### config.mk
export PLATFORM = sky130hd
export DESIGN_NAME = mandelbrot_sequencer
export DESIGN_NICKNAME = d
export VERILOG_FILES = /design/src/rtl/mandelbrot_sequencer.sv
export SDC_FILE = /design/constraint.sdc
export NUM_CORES = 1
export LEC_CHECK = 0
export BUFFER_PORTS_ARGS = -buffer_cell sky130_fd_sc_hd__buf_2
export CORE_AREA = 3 3 131 228
export CTS_CLUSTER_SIZE = 20
export DETAILED_ROUTE_END_ITERATION = 12
export DIE_AREA = 0 0 134 231
export SYNTH_ARGS = -nofsm -noshare
export SYNTH_HDL_FRONTEND = slang
export SYNTH_SLANG_ARGS = --single-unit
### constraint.sdc
create_clock -name clk -period 2.8 [get_ports clk]
set_clock_uncertainty 0.1 [all_clocks]
set_input_delay 0.42 -clock clk [delete_from_list [all_inputs] [get_ports clk]]
set_output_delay 0.42 -clock clk [all_outputs]
set_load 0.03 [all_outputs]
### src/rtl/mandelbrot_sequencer.sv
// mandelbrot_sequencer: frame-level controller issuing per-pixel engine runs into a result FIFO stream
module mandelbrot_sequencer #(
  parameter int BITWIDTH   = 10,
  parameter int CTRWIDTH   = 7,
  parameter int WIDTH      = 320,
  parameter int HEIGHT     = 240,
  parameter int FIFO_DEPTH = 4
) (
  input  logic                clk,
  input  logic                rst,
  input  logic                start,
  input  logic                continuous,
  output logic                busy,
  output logic                frame_done,
  output logic [7:0]          frame_cnt,
  output logic                seq_error,
  input  logic                cfg_we,
  input  logic [2:0]          cfg_addr,
  input  logic [BITWIDTH-1:0] cfg_wdata,
  output logic                core_run,
  input  logic                core_running,
  input  logic                core_finished,
  input  logic [3:0]          core_ctr,
  output logic [CTRWIDTH-1:0] core_max_ctr,
  output logic [2:0]          core_ctr_select,
  output logic [6:0]          core_scaling,
  output logic [BITWIDTH-1:0] core_cr_offset,
  output logic [BITWIDTH-1:0] core_ci_offset,
  output logic                pix_valid,
  input  logic                pix_ready,
  output logic [3:0]          pix_data,
  output logic                pix_last
);
  localparam int NPIX = WIDTH * HEIGHT;
  localparam int PW = $clog2(NPIX + 1);
  localparam int AW = $clog2(FIFO_DEPTH);
  typedef enum logic [2:0] {IDLE, LOAD, ISSUE, WAIT_HI, WAIT_LO, FRAME_END} state_t;
  state_t state;
  logic [CTRWIDTH-1:0] max_s;
  logic [2:0] sel_s;
  logic [6:0] scl_s;
  logic [BITWIDTH-1:0] cro_s, cio_s, crs_s, cis_s, crs_a, cis_a;
  logic zen_s, zen_a;
  logic [PW-1:0] pix_cnt;
  logic [4:0] mem [FIFO_DEPTH];
  logic [AW-1:0] wr_ptr, rd_ptr;
  logic [AW:0] cnt;
  logic push, pop, last;
  always_comb begin
    last = pix_cnt == PW'(NPIX - 1);
    push = state == WAIT_LO && !core_running;
    pop = pix_valid && pix_ready;
    core_run = state == ISSUE && cnt < (AW+1)'(FIFO_DEPTH) && !core_running;
    busy = state != IDLE;
    frame_done = state == FRAME_END;
    pix_valid = cnt != '0;
    {pix_data, pix_last} = pix_valid ? mem[rd_ptr] : 5'd0;
  end
  always_ff @(posedge clk)
    if (push) mem[wr_ptr] <= {core_ctr, last};
  always_ff @(posedge clk) begin
    if (rst) begin
      state <= IDLE;
      frame_cnt <= '0;
      seq_error <= 1'b0;
      pix_cnt <= '0;
      wr_ptr <= '0;
      rd_ptr <= '0;
      cnt <= '0;
      max_s <= '1;
      sel_s <= '0;
      scl_s <= 7'd1;
      cro_s <= '0;
      cio_s <= '0;
      zen_s <= 1'b0;
      crs_s <= '0;
      cis_s <= '0;
      core_max_ctr <= '1;
      core_ctr_select <= '0;
      core_scaling <= 7'd1;
      core_cr_offset <= '0;
      core_ci_offset <= '0;
      zen_a <= 1'b0;
      crs_a <= '0;
      cis_a <= '0;
    end else begin
      case (state)
        IDLE: if (start) begin
          if (core_finished) state <= LOAD;
          else seq_error <= 1'b1;
        end
        LOAD: begin
          core_max_ctr <= max_s;
          core_ctr_select <= sel_s;
          core_scaling <= scl_s;
          core_cr_offset <= cro_s;
          core_ci_offset <= cio_s;
          zen_a <= zen_s;
          crs_a <= crs_s;
          cis_a <= cis_s;
          pix_cnt <= '0;
          state <= ISSUE;
        end
        ISSUE: if (core_run) state <= WAIT_HI;
        WAIT_HI: if (core_running) state <= WAIT_LO;
        WAIT_LO: if (push) begin
          pix_cnt <= pix_cnt + 1'b1;
          if (core_finished != last) seq_error <= 1'b1;
          state <= last ? FRAME_END : ISSUE;
        end
        FRAME_END: begin
          frame_cnt <= frame_cnt + 8'd1;
          if (zen_a) begin
            scl_s <= scl_s == 7'd0 ? 7'd0 : scl_s - 7'd1;
            cro_s <= cro_s + crs_a;
            cio_s <= cio_s + cis_a;
          end
          state <= continuous ? LOAD : IDLE;
        end
        default: state <= IDLE;
      endcase
      if (push) wr_ptr <= wr_ptr + 1'b1;
      if (pop) rd_ptr <= rd_ptr + 1'b1;
      cnt <= cnt + (AW+1)'(push) - (AW+1)'(pop);
      // host writes come last so they override the auto-zoom update of the same field
      if (cfg_we)
        case (cfg_addr)
          3'd0: max_s <= cfg_wdata[CTRWIDTH-1:0];
          3'd1: sel_s <= cfg_wdata[2:0];
          3'd2: scl_s <= cfg_wdata[6:0];
          3'd3: cro_s <= cfg_wdata;
          3'd4: cio_s <= cfg_wdata;
          3'd5: zen_s <= cfg_wdata[0];
          3'd6: crs_s <= cfg_wdata;
          default: cis_s <= cfg_wdata;
        endcase
    end
  end
endmodule

==> impl_metrics.py <==
metrics = {
    "sta": {
        "drv_slew": 0,
        "max_freq_mhz": 411.8,
        "finalCriticalPeriod_ns": 2.429,
        "finalCritPeriodShare": 0.8674,
        "slew_headroom": 0.5290,
        "tns_ns": 0,
        "worstMarginPinSlew_ns": 0.7027,
        "setup_violations": 0,
        "hold_violations": 0,
        "grt_setup_unrepaired": "no",
    },
    "synthesis": {
        "synth_mux_area_frac": 0.03592,
        "synth_fp_nets": 958,
        "seq_area_frac_synth": 0.4680,
        "synth-xor-area-share": 0.04562,
        "syn_avg_cell_area_um2": 8.726,
        "synth_compound_area_frac": 0.1419,
        "ys.warnings.count": 0,
        "synth-simple-area-share": 0.2222,
        "synth_top_area_share": 0.3917,
        "syn-cell-area_um2": 7871,
        "yosys-top-cells-area": "dfxtp_1 (39%), nand2_1 (9.9%), edfxtp_1 (7.6%)",
        "ys_ff_latch": 174,
        "synth_fa_ha_area_frac": 0.05214,
        "synthCells": 902,
        "synth_edf_count": 20,
        "synth.distinct_cells": 75,
        "synth_top_family_by_area": "simple AND/OR/NAND/NOR gates",
        "synthFlopType": "dfxtp_1",
        "async_flop_share": 0,
        "synth_top_area_cell": "dfxtp_1",
    },
    "worst_hold_path": {
        "hold_end": "mem[2][2]$_DFFE_PP_",
        "hold_depth": 1,
        "hp-start": "core_ctr[1]",
        "min_path_type": "in2reg",
    },
    "critical_path": {
        "cp_top_family": "compound AO/OA/AOI/OAI gates",
        "crit_chain": "ha_1 -> fa_1 -> a21o_1 -> a21boi_1 -> nor3_1 -> a2111oi_1 -> xor2_1 -> a311oi_1",
        "worstReg2RegEnd": "cro_s[8]$_SDFF_PP0_",
        "critical_path_required_ns": 3.05,
        "regToRegSetupSlack_ns": 0.37,
        "critPathLaunchType": "flip-flop",
        "critPathCaptureType": "flip-flop",
        "reg2reg_from": "cro_s[0]$_SDFF_PP0_",
        "slowest_delay_ns": 0.44,
        "r2r_cells": 8,
        "path_class": "reg2reg",
        "cp.arrival_ns": 2.68,
        "crit_slowest_cell": "a2111oi_1",
        "crit_buf_inv": 0,
        "crit_fanout": 3,
    },
    "detailed_routing": {
        "wl_per_cell_um": 14.48,
        "drtIter0Drc": 291,
        "route.antenna.remaining_nets": 0,
        "viasPerCell": 4.682,
        "drcViolationCount": 0,
        "dr.pass1.iters": 4,
        "dr_total_vias": 6372,
        "wl_mm": 19.71,
    },
    "power_and_ir_drop": {
        "p_per_area_nw_per_um2": 656.7,
        "ir_worst_vdd_mv": 0.4422,
        "p_leak_nw": 3.571,
        "power_mw": 6.124,
    },
    "clocking": {
        "cts_buffers": 17,
        "cts_setup_buffers": 0,
        "ctsHoldBuffers": 0,
        "cts.path.max_buffers": 2,
        "clk_pin_slew_ns": 0.08,
        "clockRootBuffer": "clkbuf_16",
        "cts_tree": "yes",
        "cts_resized": 0,
        "clkLatencyLatePin_ns": 0.44,
        "h-tree-depth": 4,
        "cts.sinks": 174,
    },
    "global_routing": {
        "grt_overflow": 0,
        "grt_pass1_vias": 6431,
        "grt_max_degree": 60,
        "grtUsageTotal": 0.1308,
        "antenna_found_initial": 1,
        "grt_pass1_wl_mm": 32.53,
    },
    "floorplan": {
        "row_count": 81,
        "core_um2": 28070,
        "ios": 80,
        "fp.dieW_um": 134,
        "die_h_um": 231,
        "initial_core_util": 0.2804,
        "dieArea_um2": 30950,
    },
    "run_status": {
        "outcome": "finished clean",
    },
    "placement": {
        "placed_area_um2": 8698,
        "place.gp.congestion": 0.8558,
        "portBuffers": 79,
        "hpwl_mm": 14.20,
    },
    "final_layout": {
        "fill_cells": 2950,
        "stdcell_area_um2": 9325,
        "layout-drive-gt1-share": 0.1572,
        "area_growth_pct": 18.47,
        "fin_nets": 1029,
    },
    "job": {
        "cap_violations": 0,
    },
}
-- report_power, final --
part / total, mW / switching, mW / leakage, nW / internal (mW)
registers: 2.72 / 0.0998 / 1.42 / 2.62
logic: 0.989 / 0.648 / 1.85 / 0.341
clock network: 2.42 / 1.18 / 0.302 / 1.24
total: 6.12 / 1.93 / 3.57 / 4.19
-- registers in the layout, indices dropped and copies added (netlist names), 7 cells and up, named ones only --
register        count
crs_a              10
core_cr_offset     10
mem                20
core_scaling        7
cro_s              10
pix_cnt            17
core_max_ctr        7
max_s               7
cis_s              10
core_ci_offset     10
crs_s              10
scl_s               7
frame_cnt           8
cio_s              10
cis_a              10
-- cells in the mapped netlist (8+ instances only) --
master,instances
nand2_1,207
dfxtp_1,154
a21oi_1,104
nor2_1,70
clkbuf_1,28
ha_1,28
nand3_1,22
xnor2_1,22
edfxtp_1,20
nor3_1,19
xor2_1,19
mux2i_1,17
inv_1,16
o21ai_0,14
and2_1,10
buf_2,9
nor2b_1,8
-- final cells by class --
class / count / area (um^2) / share of cell area
antenna: 2 / 5.005 / 0.0005367
timing repair buffer: 97 / 545.5 / 0.05850
clock inverter: 15 / 196.4 / 0.02107
sequential: 174 / 3684 / 0.3950
clock buffer: 17 / 425.4 / 0.04562
tap: 373 / 466.7 / 0.05005
inverter: 20 / 76.32 / 0.008185
multi-input combinational: 663 / 3926 / 0.4210
-- cells by family (layout without fill, tap and decap cells) --
family	Yosys count	in the layout
AO/OA/AOI/OAI	184	184
XOR/XNOR	41	41
adder cells (fa/ha/maj)	31	31
buffers and inverters	65	149
flip-flops	174	174
multiplexers	22	22
other	0	2
AND/OR/NAND/NOR	385	385
-- how the worst max path moves through the flow --
| stage | startpoint | endpoint | slack (ns) | cells after the start |
|---|---|---|---|---|
| 2_1_floorplan | cnt[2]$_SDFF_PP0_ | cnt[2]$_SDFF_PP0_ | 0.23 | 11 |
| 3_3_place_gp | core_running | cnt[2]$_SDFF_PP0_ | 0.38 | 13 |
| 3_5_place_dp | core_running | cnt[2]$_SDFF_PP0_ | 0.29 | 13 |
| 4_1_cts | flip-flop | pix_data[3] | 0.36 | 3 |
| 5_1_grt | cnt[2]$_SDFF_PP0_ | cnt[2]$_SDFF_PP0_ | 0.21 | 10 |
| 6_report | cro_s[0]$_SDFF_PP0_ | cro_s[8]$_SDFF_PP0_ | 0.37 | 8 |
-- per-layer routing --
metal,vias up,wire [um],track usage
met1,2979,8131,0.1418
met2,104,10320,0.2388
met4,0,466,0.05245
met3,24,796,0.03489
li1,3265,-,-
met5,-,0,0
-- placed cells by master (no fill, tap or decap), types with 8 or more instances in the layout --
cell type    n
a21oi_1    104
and2_1      10
buf_2       78
buf_4       18
clkbuf_16   17
dfxtp_1    154
edfxtp_1    20
ha_1        28
inv_1       16
mux2i_1     17
nand2_1    206
nand3_1     22
nor2_1      70
nor2b_1      8
nor3_1      18
o21ai_0     14
xnor2_1     22
xor2_1      19
-- through the flow --
stage	std cells	hold WS [ns]	setup slack [ns]	util
after CTS	1359	0.07401	0.3563	0.3320
after global routing	1360	0.07675	0.2140	0.3321
after floorplan	902	0.3312	0.2345	-
after detailed placement	1327	0.3424	0.2889	0.3098
final	1361	0.09048	0.3714	0.3322
after global placement	1327	0.3378	0.3775	0.3098
Note: power is estimated with default switching activity, not from simulation.
